`src/rtl/vx_warp_ctl_handler.sv`:
```
// Warp control handler: TMC, WSPAWN, barrier and SPLIT requests with registered outputs.
// Barrier logic (storage, stalls and release pulses) exists only when VX_WCTL_BARRIER_EN is defined.
module vx_warp_ctl_handler #(
  parameter int NUM_WARPS    = 4,
  parameter int NUM_THREADS  = 4,
  parameter int NUM_BARRIERS = 4,
  parameter int PC_W         = 32,
  localparam int NW_W = (NUM_WARPS > 1) ? $clog2(NUM_WARPS) : 1,
  localparam int NB_W = (NUM_BARRIERS > 1) ? $clog2(NUM_BARRIERS) : 1
) (
  input  logic                             clk,
  input  logic                             reset,
  input  logic                             valid,
  input  logic [NW_W-1:0]                  wid,
  input  logic                             tmc_valid,
  input  logic [NUM_THREADS-1:0]           tmc_tmask,
  input  logic                             wspawn_valid,
  input  logic [NUM_WARPS-1:0]             wspawn_wmask,
  input  logic [PC_W-1:0]                  wspawn_pc,
  input  logic                             bar_valid,
  input  logic [NB_W-1:0]                  bar_id,
  input  logic [NW_W-1:0]                  bar_size_m1,
  input  logic                             split_valid,
  input  logic                             split_diverged,
  input  logic [NUM_THREADS-1:0]           split_then_tmask,
  input  logic [NUM_THREADS-1:0]           split_else_tmask,
  input  logic [PC_W-1:0]                  split_pc,
  output logic [NUM_WARPS-1:0]             active_warps,
  output logic [NUM_WARPS-1:0]             stalled_warps,
  output logic [NUM_WARPS*NUM_THREADS-1:0] thread_masks,
  output logic                             spawn_valid,
  output logic [NUM_WARPS-1:0]             spawn_wmask,
  output logic [PC_W-1:0]                  spawn_pc,
  output logic                             bar_release,
  output logic [NB_W-1:0]                  bar_release_id,
  output logic                             ipdom_push,
  output logic [NW_W-1:0]                  ipdom_wid,
  output logic [NUM_THREADS-1:0]           ipdom_tmask,
  output logic [PC_W-1:0]                  ipdom_pc
);

  logic [NUM_WARPS-1:0] wid_oh;
  logic                 tmc_fire;
  logic                 wspawn_fire;
  logic                 split_fire;
  logic [NUM_WARPS-1:0] spawn_mask;

  assign wid_oh      = NUM_WARPS'(1) << wid;
  assign tmc_fire    = valid & tmc_valid;
  assign wspawn_fire = valid & wspawn_valid;
  assign split_fire  = valid & split_valid & split_diverged;
  assign spawn_mask  = wspawn_fire ? (wspawn_wmask & ~wid_oh) : '0;

  // Per-warp state; TMC is applied last so it overrides a same-cycle SPLIT on tmask.
  for (genvar w = 0; w < NUM_WARPS; w++) begin : g_warp
    logic [NUM_THREADS-1:0] tmask_q, tmask_d;
    logic                   active_q, active_d;
    logic                   sel;

    assign sel = (wid == NW_W'(w));

    always_comb begin
      tmask_d  = tmask_q;
      active_d = active_q;
      if (spawn_mask[w]) begin
        active_d = 1'b1;
        tmask_d  = NUM_THREADS'(1);
      end
      if (sel && split_fire) begin
        tmask_d = split_then_tmask;
      end
      if (sel && tmc_fire) begin
        tmask_d  = tmc_tmask;
        active_d = |tmc_tmask;
      end
    end

    always_ff @(posedge clk) begin
      if (reset) begin
        tmask_q  <= (w == 0) ? NUM_THREADS'(1) : '0;
        active_q <= (w == 0);
      end else begin
        tmask_q  <= tmask_d;
        active_q <= active_d;
      end
    end

    assign active_warps[w]                            = active_q;
    assign thread_masks[w*NUM_THREADS +: NUM_THREADS] = tmask_q;
  end

  logic                   spawn_valid_q, spawn_valid_d;
  logic [NUM_WARPS-1:0]   spawn_wmask_q, spawn_wmask_d;
  logic [PC_W-1:0]        spawn_pc_q, spawn_pc_d;
  logic                   ipdom_push_q, ipdom_push_d;
  logic [NW_W-1:0]        ipdom_wid_q, ipdom_wid_d;
  logic [NUM_THREADS-1:0] ipdom_tmask_q, ipdom_tmask_d;
  logic [PC_W-1:0]        ipdom_pc_q, ipdom_pc_d;

  always_comb begin
    spawn_valid_d = wspawn_fire;
    spawn_wmask_d = spawn_mask;
    spawn_pc_d    = wspawn_fire ? wspawn_pc : '0;
    ipdom_push_d  = split_fire;
    ipdom_wid_d   = split_fire ? wid : '0;
    ipdom_tmask_d = split_fire ? split_else_tmask : '0;
    ipdom_pc_d    = split_fire ? split_pc : '0;
  end

  always_ff @(posedge clk) begin
    if (reset) begin
      spawn_valid_q <= 1'b0;
      spawn_wmask_q <= '0;
      spawn_pc_q    <= '0;
      ipdom_push_q  <= 1'b0;
      ipdom_wid_q   <= '0;
      ipdom_tmask_q <= '0;
      ipdom_pc_q    <= '0;
    end else begin
      spawn_valid_q <= spawn_valid_d;
      spawn_wmask_q <= spawn_wmask_d;
      spawn_pc_q    <= spawn_pc_d;
      ipdom_push_q  <= ipdom_push_d;
      ipdom_wid_q   <= ipdom_wid_d;
      ipdom_tmask_q <= ipdom_tmask_d;
      ipdom_pc_q    <= ipdom_pc_d;
    end
  end

  assign spawn_valid = spawn_valid_q;
  assign spawn_wmask = spawn_wmask_q;
  assign spawn_pc    = spawn_pc_q;
  assign ipdom_push  = ipdom_push_q;
  assign ipdom_wid   = ipdom_wid_q;
  assign ipdom_tmask = ipdom_tmask_q;
  assign ipdom_pc    = ipdom_pc_q;

`ifdef VX_WCTL_BARRIER_EN
  logic [NW_W-1:0]      count_q [NUM_BARRIERS];
  logic [NW_W-1:0]      count_d [NUM_BARRIERS];
  logic [NUM_WARPS-1:0] bmask_q [NUM_BARRIERS];
  logic [NUM_WARPS-1:0] bmask_d [NUM_BARRIERS];
  logic [NUM_WARPS-1:0] stalled_q, stalled_d;
  logic                 rel_q, rel_d;
  logic [NB_W-1:0]      rel_id_q, rel_id_d;

  // A repeat arrival from a warp already waiting is dropped before the count compare.
  always_comb begin
    count_d   = count_q;
    bmask_d   = bmask_q;
    stalled_d = stalled_q;
    rel_d     = 1'b0;
    rel_id_d  = '0;
    if (valid && bar_valid && !bmask_q[bar_id][wid]) begin
      if (count_q[bar_id] == bar_size_m1) begin
        stalled_d       = stalled_q & ~(bmask_q[bar_id] | wid_oh);
        count_d[bar_id] = '0;
        bmask_d[bar_id] = '0;
        rel_d           = 1'b1;
        rel_id_d        = bar_id;
      end else begin
        count_d[bar_id] = count_q[bar_id] + NW_W'(1);
        bmask_d[bar_id] = bmask_q[bar_id] | wid_oh;
        stalled_d       = stalled_q | wid_oh;
      end
    end
  end

  always_ff @(posedge clk) begin
    if (reset) begin
      count_q   <= '{default: '0};
      bmask_q   <= '{default: '0};
      stalled_q <= '0;
      rel_q     <= 1'b0;
      rel_id_q  <= '0;
    end else begin
      count_q   <= count_d;
      bmask_q   <= bmask_d;
      stalled_q <= stalled_d;
      rel_q     <= rel_d;
      rel_id_q  <= rel_id_d;
    end
  end

  assign stalled_warps  = stalled_q;
  assign bar_release    = rel_q;
  assign bar_release_id = rel_id_q;
`else
  logic bar_unused;
  assign bar_unused     = ^{bar_valid, bar_id, bar_size_m1};
  assign stalled_warps  = '0;
  assign bar_release    = 1'b0;
  assign bar_release_id = '0;
`endif

endmodule

```
`config.mk`:
```
export PLATFORM = sky130hd
export DESIGN_NAME = vx_warp_ctl_handler
export DESIGN_NICKNAME = d
export VERILOG_FILES = /design/src/rtl/vx_warp_ctl_handler.sv
export SDC_FILE = /design/constraint.sdc
export NUM_CORES = 1
export LEC_CHECK = 0
export BUFFER_PORTS_ARGS = -buffer_cell sky130_fd_sc_hd__buf_2
export CORE_MARGIN = 2
export CORE_UTILIZATION = 46
export DETAILED_ROUTE_END_ITERATION = 8
export PLACE_DENSITY_LB_ADDON = 0.2
export SLEW_MARGIN = 10
export SYNTH_ARGS = -nofsm -noshare
export SYNTH_HDL_FRONTEND = slang
export SYNTH_SLANG_ARGS = --single-unit
export TNS_END_PERCENT = 10
```
`constraint.sdc`:
```
create_clock -name clk -period 2.89 [get_ports clk]
set_input_delay 0.289 -clock clk [delete_from_list [all_inputs] [get_ports clk]]
set_output_delay 0.289 -clock clk [all_outputs]
set_load 0.02 [all_outputs]
```
## Yosys cells after proc, flatten, opt, wreduce, memory -nomap -nowiden

Cells that the tools add are included.

- Shift operators: 1
- Equality and inequality tests: 3
- Bitwise gates (word level): 8
- Reductions and logical operators: 20
- Mux-type cells: 21

Operators by type and width:

| operator | number |
|---|---|
| $mux W4 | 13 |
| $reduce_bool A3 Y1 | 4 |
| $logic_and A1 B1 Y1 | 8 |
| $mux W1 | 8 |
| $reduce_bool A2 Y1 | 4 |
| $and A1 B1 Y1 | 4 |
| $and A4 B4 Y4 | 1 |
| $eq A2 B2 Y1 const B | 2 |
| $not A4 Y4 | 1 |
| $reduce_or A2 Y1 | 2 |
| $reduce_or A4 Y1 | 1 |
| $shl A1 B2 Y4 const A | 1 |
| $eq A2 B1 Y1 const B | 1 |
| $logic_not A2 Y1 | 1 |
| $not A1 Y1 | 2 |

- Logic and storage cells: 68
- Bits in registers: 96
- Output and inout port bits: 103
- Input bits: 94

## Depth between registers and ports, before layout

Gate-level depths: netlist of run 1.

- Word-level depth: 7
- Gate-level depth with buffers: 7
- Depth with buffers taken out: 4

## Least setup slack after synthesis of run 1

No wires, ideal clock.

- Path type: input to register
- From: input port tmc_valid
- To: register g_warp[0].tmask_q[0]
- Buffers on the path: 1
- Required time: 2,768 ps
- Data arrival time: 1,261 ps
- Slack: 1,507 ps
- Stages on the path: 5
- Setup time: 122 ps
- Cell sequence: buf_2 nor3b_1 o21ai_1 and2_1 a221o_1

- Word-level cells in the longest chain between the ends: 3
- Elaborated cells between the ends (all ways): 4
- Those cells by class: 1 x mux; 1 x bitwise; 2 x reduce/logical

RTL lines:

| item | RTL line | text |
|---|---|---|
| from (decl) | 15 | `input logic tmc_valid,` |
| $and A1 B1 Y1 (*) | 49 | `assign tmc_fire = valid & tmc_valid;` |
| $logic_and A1 B1 Y1 (*) | 72 | `if (sel && tmc_fire) begin` |
| $reduce_bool A3 Y1 (no line) / $mux W4 (equally long branches) | -- |  |
| to (signal assigned) | 80 | `tmask_q <= (w == 0) ? NUM_THREADS'(1) : '0;` |
| to (signal assigned) | 83 | `tmask_q <= tmask_d;` |
| to (decl) | 56 | `logic [NUM_THREADS-1:0] tmask_q, tmask_d;` |

Every way passes the cells marked *; elsewhere a longest branch is shown, timed or not.
A chain may end at the register's enable or synchronous reset.

## Worst setup path in the final report of run 1

- From: input port reset
- To: register spawn_pc_q[18], in the netlist spawn_pc[18]

- Word-level cells in the longest chain between the ends: 1

RTL lines:

| item | RTL line | text |
|---|---|---|
| from (decl) | 12 | `input logic reset,` |
| $reduce_or A2 Y1 (no line) | -- |  |
| to (signal assigned) | 122 | `spawn_pc_q <= spawn_pc_d;` |
| to (decl) | 94 | `logic [PC_W-1:0] spawn_pc_q, spawn_pc_d;` |

Every way passes these cells.

==> results of run 1 <==
[worst max-delay path: cells and delay by family]
| family | cells | cell delay (ns) |
|---|---|---|
| buf+inv | 3 | 0.95 |
| simple gates | 2 | 0.67 |
[kinds of logic (layout without fill, tap and decap cells)]
kind of cell / after synthesis / in the layout / synth area share
AO/OA/AOI/OAI: 54 / 54 / 0.110
buffers and inverters: 39 / 208 / 0.0655
flip-flops: 96 / 96 / 0.578
multiplexers: 4 / 4 / 0.0128
other: 1 / 7 / 0.00113
AND/OR/NAND/NOR: 132 / 132 / 0.232
[per-layer routing]
metal | part of all wire | wire length (µm) | global-route usage
met5 | 0 | 0 | 0
met4 | 0.015 | 130 | 0.0746
met3 | 0.091 | 773 | 0.0609
met2 | 0.50 | 4230 | 0.341
met1 | 0.40 | 3390 | 0.250
[synthesized netlist by cell type (2+ instances only)]
master / instances
inv_1: 5
dfxtp_1: 96
a21oi_1: 16
nand2_1: 17
nor3_1: 3
and2_1: 33
a221oi_1: 5
buf_2: 5
clkbuf_1: 12
nand3_1: 7
nor2b_1: 3
o21ai_0: 9
buf_6: 2
o211a_1: 2
nor2_1: 10
o22ai_1: 3
a31oi_1: 2
a211oi_1: 3
buf_4: 13
mux2i_1: 2
and3_1: 46
or3_1: 2
mux2_2: 2
a311oi_1: 2
[worst min path at each step]
stage | slack (ns) | cells after the start | endpoint | start
CTS | 0.11 | 2 | spawn_pc[14] | wspawn_pc[14]
global route | 0.11 | 2 | spawn_pc[19] | wspawn_pc[19]
global placement | 0.45 | 1 | g_warp[3].active_q | g_warp[3].active_q
detailed placement | 0.45 | 1 | g_warp[3].active_q | g_warp[3].active_q
finish | 0.12 | 2 | spawn_pc[14] | wspawn_pc[14]
floorplan | 0.36 | 1 | g_warp[2].tmask_q[1] | reset
[area by class of cell]
| class | instances | share of cell area |
|---|---|---|
| clock buffer | 9 | 0.0280 |
| clock inverter | 7 | 0.0198 |
| inverter | 6 | 0.00510 |
| multi-input combinational | 197 | 0.273 |
| sequential | 96 | 0.435 |
| tap | 96 | 0.0272 |
| timing repair buffer | 186 | 0.212 |
[stage by stage]
step | hold WS (ns) | cell area [µm²]
2_1_floorplan | 0.365 | 3350
3_3_place_gp | 0.448 | 4210
3_5_place_dp | 0.452 | 4210
4_1_cts | 0.114 | 4420
5_1_grt | 0.108 | 4420
6_report | 0.119 | 4420
[flip-flops by register name (all words and copies together) (netlist names)]
| name | count |
|---|---|
| ipdom_pc | 32 |
| spawn_pc | 32 |
| g_warp.tmask_q | 16 |
| g_warp.active_q | 4 |
| ipdom_tmask | 4 |
| spawn_wmask | 4 |
| ipdom_wid | 2 |
| ipdom_push | 1 |
| spawn_valid | 1 |
[report_power, final]
| group | leakage [nW] | total (W) | internal [W] | switching, W |
|---|---|---|---|---|
| clock | 0.0996 | 0.000904 | 0.000416 | 0.000488 |
| combinational | 1.51 | 0.000284 | 0.000113 | 0.000171 |
| sequential | 0.780 | 0.00137 | 0.00136 | 0.0000119 |
| total | 2.39 | 0.00256 | 0.00189 | 0.000671 |
==> run summary, run 1 <==
The run finished with clean final reports. In this run the clock root is driven by a clkbuf_8. The maximum clock frequency is 612 MHz. The wire-length estimate of the detail-placed layout is 6.36 mm. Traced cell by cell, the critical path runs through buf_2 > inv_2 > and3_1 > buf_4 > and2_1. The synthesized instance count is 326. The via count came out at 2949. The horizontal extent of the die came out at roughly 90 µm. The worst endpoint data arrival time came out at 1.94 ns. The routability-driven placement congestion ratio is 0.868. The top flip-flop cell by instance count after synthesis is dfxtp_1. Clock tree synthesis inserted a total of 9 buffers. The register cell area after layout is 1920 µm². The final-report max-slew violation count came out at 0. The wire length per cell is 14.3 µm. The per-cell via count in the routed design is 4.94. The clock-pin slew of the registers on the worst-case setup and hold paths is 0.11 ns. The maximum clock skew at final layout came out at 0 ns.

The worst setup path startpoint is reset. The ratio of final minimum period to clock period came out at 0.565. The later pin in the worst-skew pair is clocked with a latency of 0.35 ns. The synthesized flop and latch total is 96. The count of buffers added on input and output ports is 184. Once detail routing completed, the nets flagged for antenna violations numbered 0. Entering global routing, the biggest net connects 47 pins.

The buffers inserted during post-CTS setup optimization came out at 0. The layout has 634 filler cells. Across every metal layer, demand over resource in global routing totals 0.204. The hold-fix buffer count after cts is 0.

The accumulated negative setup slack came out at 0 ns. The clock period minus worst slack is 1.63 ns. Along the worst path, the maximum fanout reaches 46.

The kind of end point of the critical path is a flip-flop. The stage delay of the slowest cell on the critical path came out at 0.52 ns. The minimum setup slack among reg-to-reg paths is 2.05 ns. The headroom to the max-slew limit is 0.619. The violation count after the first detailed-route iteration is roughly 130.

The first-pass GRT wire length is 12.4 mm. The height of the chip came out at ~89 µm. The level count of the clock H-tree came out at 3. The overall routed net length came out at 8.52 mm. The mapped netlist covers 3320 µm². In this run the deepest clock path goes through 2 buffers. The maximum vdd drop is roughly 0.24 mV. TritonCTS built the clock tree. Leaving out fill and tap cells, the most frequent cell in the layout is buf_2.

STA classifies the critical path startpoint as an input port. The area overhead of the layout relative to synthesis is 32.9%. The power per cell area is 579 nW/µm². The data required time at the worst endpoint came out at roughly 3.2 ns.

The mean instance size in the synthesized netlist is 10.2 µm². The initial antenna violation count was 0. The share of synthesized flip-flops with an asynchronous set or reset came out at 0. The multi-input gate area in the final layout came out at 1210 µm². The reported leakage power came out at 2.39 nW. The cell count of the worst reg-to-reg path is 3. The number of standard cells in the layout, taps in and fillers out is 597. The overall power is 0.00256 W.

The iteration count of the initial detailed-routing pass is 4. The die covers 7920 µm². The type of the worst setup path is input port to flip-flop. The overflow left after global routing is 0. The critical path ends at spawn_pc[18].

The initial utilization of the core area, before any placement, comes to 0.481. The tightest min-delay check is of the input port to flip-flop type. The number of antenna diodes is 0. The most area-hungry cell type in the Yosys netlist is dfxtp_1. In the post-synthesis netlist, the biggest area contributors are dfxtp_1 (58%), and3_1 (8.7%), and2_1 (6.2%). The sequential-to-total area share from yosys stat came out at 0.578. The endpoint of the worst-slack reg-to-reg timing path is g_warp[1].tmask_q[1].

Setup repair after global routing left no endpoint under its margin. The worst setup slack before clock tree synthesis is between 0.8 and 0.9 ns. For this run, the share of the core covered by cells in the final layout is 0.640. In the layout the commonest cells are buf_2 (184), dfxtp_1 (96), and3_1 (46). The fraction of final layout cells sized beyond drive strength 1 came out at 0.421. The number of top-level design ports is 197. The post-detailed-route DRC marker count is 0.

The count of cells resized by post-cts repair is 0. After the last flow step, the layout net total stands at ~600. The number of rows in the core area is 30. The via count of the first global-routing pass is 2575. Yosys mapped the design onto 50 distinct sky130hd cell types. The final setup slack of the worst path is 1.26 ns. The final number of hold-violating endpoints came out at 0. The setup-violating endpoint count in the final report came out at 0. The number of maximum-capacitance violations is 0.

The cell count after placement is 581. The Yosys step of the flow raised 0 warnings. The slew at the pin with the worst max-slew slack is 0.571 ns. The core area is 6910 µm². The worst register-to-register path begins at g_warp[1].tmask_q[1].

The number of flops mapped to enable cells by yosys came out at 0. For this design, the slowest cell found on the critical path is and3_1. The share of synthesized area in the top cell type comes to 0.578. The number of clock sinks came out at 96.
No activity file was read; power rests on OpenSTA's default activity.
==> run 2: changes to the inputs <==
--- a/config.mk
+++ b/config.mk
@@ -7,7 +7,7 @@
 export LEC_CHECK = 0
 export BUFFER_PORTS_ARGS = -buffer_cell sky130_fd_sc_hd__buf_2
 export CORE_MARGIN = 2
-export CORE_UTILIZATION = 46
+export CORE_UTILIZATION = 43
 export DETAILED_ROUTE_END_ITERATION = 8
 export PLACE_DENSITY_LB_ADDON = 0.2
 export SLEW_MARGIN = 10
==> constraint.sdc (replaced) <==
create_clock -name clk -period 1.55 [get_ports clk]
set_input_delay 0.155 -clock clk [delete_from_list [all_inputs] [get_ports clk]]
set_output_delay 0.155 -clock clk [all_outputs]
set_load 0.02 [all_outputs]
==> run 2 against run 1 <==
Against the previous run:
- wire length increased by 7.9%
- die area increased by 6.7%
- first-iteration DRC count decreased by 26%
==> run summary, run 2 (synthesis results as in run 1) <==
The flow ran to the end, and the final reports show no timing, DRC or antenna violations. Dividing the final minimum period by the clock period gives 0.711. The overall routed net length came out at 9.20 mm (+7.9%). The final number of hold-violating endpoints came out at 0 (unchanged). The final-report max-slew violation count came out at 0 (unchanged).

The iteration count of the initial detailed-routing pass was 4 (unchanged). The number of filler cells placed in the layout is 665 (+4.9%). The cell count of the worst reg-to-reg path came out at 3 (unchanged).

The worst hold path terminates at ipdom_pc[25]. The layout net count came out at 634 (+7.5%). The violation count after the first detailed-route iteration came to 96 (-26%). The starting utilization of the core area came out at 0.437 (-0.0443).

The register cell area after layout is 1920 µm² (unchanged). The maximum clock skew at final layout is 0 ns (unchanged). The endpoint identified for the worst register-to-register timing path is g_warp[1].tmask_q[1]. The half-perimeter wire length after detailed placement came out at 6.50 mm (+2.2%).

The maximum number of pins on one net before global-route repair is 46 (-2.1%). met2 is the most crowded layer. The via count of the first global-routing pass came to 2926 (+14%). The post-detailed-route DRC marker count is 0 (unchanged). The overall power came to 0.00472 W (+84%). The number of nets still failing antenna checks after routing came to 0 (unchanged). The initial antenna violation count is 0 (unchanged). The number of top-level design ports is 197 (unchanged). The level count of the clock H-tree was 3 (unchanged). The fraction of final layout cells sized beyond drive strength 1 came to 0.409 (-0.0120). The number of maximum-capacitance violations came out at 0 (unchanged). The first-pass GRT wire length came out at 14.2 mm (+14%). The clock period minus worst slack is 1.10 ns.

The wire length per cell came out at 14.2 µm (-0.40%). The overflow left after global routing came out at 0 (unchanged). The met3 usage in global routing came to 0.0468 (-0.0141). The data required time at the worst endpoint was 1.80 ns (-1.39 ns). The worst register-to-register path begins at g_warp[1].tmask_q[1]. The reported leakage power came to 2.58 nW (+8.0%). The number of antenna diodes came out at 0 (unchanged).

The cell chosen for the clock root is clkbuf_8. By startpoint and endpoint, the worst setup path is classified as input port to flip-flop. The met2 track utilization from global routing came out at 0.360 (+0.0184). The count of cells resized by post-cts repair came out at 0 (unchanged).

The cell depth of the worst hold path came out at 2 (unchanged). The multi-input gate area in the final layout is 1210 µm² (unchanged). The largest fanout on the critical path is 13 (-72%). The number of clock sinks is 96 (unchanged). TritonCTS built the clock tree.

The area overhead of the layout relative to synthesis is 45.3%. The per-cell via count in the routed design was 4.83 (-2.2%). The number of input and output port buffers inserted came out at 184 (unchanged). The tightest min-delay check is of the input port to flip-flop type. Leaving out fill and tap cells, the most frequent cell in the layout is buf_2. The clock buffer count from CTS came to 9 (unchanged). The setup-violating endpoint count in the final report came to 0 (unchanged). In the layout the commonest cells are buf_2 (184), dfxtp_1 (96), and3_1 (46). The power per cell area is 977 nW/µm² (+69%). The via count came to 3126 (+6.0%).

The worst endpoint data arrival time is 1.35 ns (-0.59 ns). The number of rows in the core area is 32 (+6.7%). The routability-driven placement congestion ratio came out at 0.851 (-1.9%). The accumulated negative setup slack came out at 0 ns (unchanged). The minimum setup slack among reg-to-reg paths is 0.73 ns (-1.32 ns). The startpoint of the worst hold path is split_pc[25]. The met1 global-route usage was 0.256 (+0.00612). The core area came out at 7610 µm² (+10%).

The critical path starts at wid[1]. The buffers inserted during post-CTS setup optimization came out at 0 (unchanged). The maximum vdd drop came out at 0.420 mV (+77%). The all-layer global routing usage was 0.213 (+0.00946). The horizontal extent of the die is 91.9 µm (+3.3%). The kind of end point of the critical path is a flip-flop. The clock-pin slew of the registers on the worst-case setup and hold paths is 0.10 ns (about the same). Setup repair after global routing left no endpoint under its margin. The latest clock arrival within the worst-skew pair came out at 0.36 ns (about the same).

The height of the chip came out at 91.9 µm (+3.3%). The maximum clock frequency is 907 MHz. The floorplan die area is 8450 µm² (+6.7%). The number of buffers on the longest clock path came out at 2 (unchanged). The worst setup path is launched from an input port.
## run 2: layer usage
layer | routed length [µm] | vias to the layer above
li1 | - | 1540
met4 | 226 | 0
met1 | 3630 | 1418
met2 | 4550 | 147
met5 | 0 | -
met3 | 794 | 21
## run 2: repair_timing
| action | CTS | global route |
|---|---|---|
| hold endpoints to repair | 32 | 0 |
| endpoints found under the setup margin | 0 | 0 |
| hold buffers | 32 | 0 |
## run 2: worst max-delay path: stages
cell and delay (ns):
buf_2 0.20, or2b_1 0.31, mux2_2 0.28, nor3_1 0.05, a2111oi_0 0.35
## run 2: worst max path at each step
| stage | endpoint | slack, ns | cells past startpoint |
|---|---|---|---|
| final | g_warp[2].tmask_q[3] | 0.45 | 5 |
| after global placement | g_warp[2].tmask_q[3] | 0.11 | 5 |
| after detailed placement | g_warp[2].tmask_q[3] | 0.06 | 5 |
| after floorplan | g_warp[0].tmask_q[0] | 0.30 | 5 |
| after global routing | g_warp[2].tmask_q[3] | 0.25 | 5 |
| after CTS | thread_masks[5] | 0.45 | 1 |
## run 2: where the power goes
part / internal [W] / switching (W) / leakage (nW) / total (W)
clock network: 0.000616 / 0.000921 / 0.0945 / 0.00154
logic: 0.000283 / 0.000337 / 1.70 / 0.000620
registers: 0.00253 / 0.0000240 / 0.780 / 0.00256
## run 2: through the flow
stage          instances  hold slack, ns  area [µm²]  worst slack [ns]  utilization
2_1_floorplan        332           0.231        3350             0.301            -
3_3_place_gp         599           0.355        4320             0.105        0.567
3_5_place_dp         599           0.357        4320            0.0609        0.567
4_1_cts              647         0.00673        4830             0.448        0.635
5_1_grt              647         0.00811        4830             0.251        0.635
6_report             647          0.0229        4830             0.447        0.635
## run 2: cell type report
cell class,instances,area share
sequential,96,0.398
timing repair buffer,230,0.281
multi-input combinational,197,0.250
tap,102,0.0264
clock buffer,9,0.0257
clock inverter,7,0.0137
inverter,6,0.00467
==> run 3: changes to the inputs <==
==> constraint.sdc (replaced) <==
create_clock -name clk -period 1.15 [get_ports clk]
set_input_delay 0.115 -clock clk [delete_from_list [all_inputs] [get_ports clk]]
set_output_delay 0.115 -clock clk [all_outputs]
set_load 0.02 [all_outputs]
==> run 3 against run 2 <==
Against the previous run:
- sequential cell count is the same
- count of clock-buffer cells in the layout unchanged
- combinational power increased by 69%
- register-to-register slack worse by 0.40 ns
- power grew 45%
- setup slack got worse by 0.34 ns
==> run summary, run 3 (synthesis results as in run 1) <==
Among cell families on the critical path, the largest total delay comes from flip-flops. The first-pass GRT wire length came out at 16.4 mm (+16%). The number of maximum-capacitance violations came out at 0 (unchanged). The layout net count is 707 (+12%). The accumulated negative setup slack came to 0 ns (unchanged). The maximum clock skew at final layout came out at 0 ns (unchanged).

The maximum number of pins on one net before global-route repair is 46 (unchanged). The overall routed net length came out at 10.5 mm (+14%). The latest clock arrival within the worst-skew pair is 0.36 ns (about the same).

In the layout the commonest cells are buf_2 (184), dfxtp_1 (96), dlygate4sd3_1 (66). In this run the most critical hold path is launched from split_pc[28]. The largest fanout on the critical path is 3 (-10).

The final-report max-slew violation count came to 0 (unchanged). The via count of the first global-routing pass is 3366 (+15%). The most frequent standard cell in the layout excluding fill and tap cells is buf_2. The iteration count of the initial detailed-routing pass is 4 (unchanged).

The height of the chip came out at 91.9 µm (unchanged). The data required time at the worst endpoint is 1.03 ns (-0.77 ns). The post-detailed-route DRC marker count is 0 (unchanged). The stage delay of the slowest cell on the critical path came to 0.39 ns (+0.04 ns).

The level count of the clock H-tree is 3 (unchanged). The worst setup path startpoint is g_warp[1].tmask_q[1]. The number of input and output port buffers inserted came out at 184 (unchanged).

The met2 track utilization from global routing is 0.447 (+0.0870). The setup-violating endpoint count in the final report came out at 0 (unchanged). The met1 global-route usage is 0.278 (+0.0222). The maximum vdd drop came to 0.717 mV (+71%).

The worst setup slack before clock tree synthesis is -0.234 ns (-0.295 ns). The met3 usage in global routing came out at 0.0698 (+0.0230). The power per cell area came to 1240 nW/µm² (+27%). Counting I/O delays and the setup requirement, the final critical path takes 1.05 ns. The area overhead of the layout relative to synthesis came out at 65.7%. STA classifies the critical path endpoint as an output port.

The overflow left after global routing is 0 (unchanged). The critical path in this run is classified as flip-flop to output port. The fraction of final layout cells sized beyond drive strength 1 is 0.429 (+0.0196). The worst endpoint data arrival time is 0.93 ns (-0.42 ns). The initial antenna violation count came out at 0 (unchanged).

The number of nets still failing antenna checks after routing is 0 (unchanged). Setup repair after global routing left no endpoint under its margin. The violation count after the first detailed-route iteration came out at 98 (+2.1%). The per-cell via count in the routed design is 4.81 (-0.54%). The number of top-level design ports is 197 (unchanged). The number of standard cells in the layout, taps in and fillers out is 720 (+11%). The final setup slack of the worst path is 0.102 ns (-0.345 ns). The buffers inserted during post-CTS setup optimization is 0 (unchanged).

In the finished design, the share of the clock period the worst path needs comes to 0.911. The number of rows in the core area came out at 32 (unchanged). The CTS tree is yes. The via count came to 3460 (+11%). The overall power came out at 0.00683 W (+45%). The routability-driven placement congestion ratio came out at 0.826 (-2.9%). The number of antenna diodes is 0 (unchanged).

The number of buffers on the longest clock path is 2 (unchanged). The tightest min-delay check is of the input port to flip-flop type. The tree is rooted in a clkbuf_8.

The number of clock sinks is 96 (unchanged). The cell count after placement is 638 (+6.5%). The launch instance of the worst register-to-register path is g_warp[1].tmask_q[1]. The flow ran to the end, and the final reports show no timing, DRC or antenna violations.

The core area was 7610 µm² (unchanged). The global routing stage identified its most utilized layer as met2. The worst path buffer plus inverter count is 1 (unchanged). The floorplan die area came out at 8450 µm² (unchanged). The final number of hold-violating endpoints is 0 (unchanged).

Walking the worst path, the cells encountered are buf_2. The horizontal extent of the die was 91.9 µm (unchanged). The reported leakage power is 2.92 nW (+13%). Among all stages on the critical path, the largest delay is contributed by dfxtp_1.

STA classifies the critical path startpoint as a flip-flop. The clock buffer count from CTS is 9 (unchanged). The half-perimeter wire length after detailed placement came out at 6.99 mm (+7.5%). The starting utilization of the core area came out at 0.437 (unchanged). The final core utilization was 0.724 (+0.0891).

The all-layer global routing usage came to 0.247 (+0.0338). The clock-pin slew of the registers on the worst-case setup and hold paths is 0.11 ns (about the same). For this run, the top clock speed supported by timing is 955 MHz. The wire length per cell is 14.6 µm (+2.6%).
-- run 3: timing repair --
| item | 4_1_cts | 5_1_grt |
|---|---|---|
| endpoints found under the hold margin | 65 | 1 |
| gates resized for setup | 0 | 0 |
| hold buffers | 65 | 1 |
-- run 3: path summary, 6_finish.rpt --
| path | to | slack [ns] | cells after the start |
|---|---|---|---|
| worst max-delay path | thread_masks[5] | 0.10 | 1 |
| worst min-delay path | ipdom_pc[28] | 0.008 | 2 |
| worst max register to register | g_warp[1].tmask_q[1] | 0.33 | 3 |
| worst min register to register | g_warp[3].active_q | 0.47 | 1 |
-- run 3: cell type report --
class / count / area (µm²)
multi-input combinational: 197 / 1220
fill: 575 / 2100
timing repair buffer: 303 / 2000
inverter: 6 / 22.5
clock buffer: 9 / 124
clock inverter: 7 / 85.1
tap: 102 / 128
sequential: 96 / 1920
-- run 3: through the flow --
step	area [µm²]	hold WS (ns)
after floorplan	3370	0.191
final	5510	0.00803
after CTS	5500	0.00162
after detailed placement	4640	0.318
after global placement	4640	0.314
after global routing	5510	0.00381
-- run 3: per-layer routing --
layer / vias to the layer above / wire, µm
li1: 1680 / -
met1: 1613 / 4010
met2: 149 / 5440
met3: 18 / 839
met4: 0 / 206
met5: - / 0
-- run 3: report_power, final --
group / leakage [nW] / total [W] / internal [W] / switching (W)
clock: 0.100 / 0.00233 / 0.00105 / 0.00128
combinational: 2.04 / 0.00105 / 0.000542 / 0.000506
sequential: 0.780 / 0.00345 / 0.00342 / 0.0000341
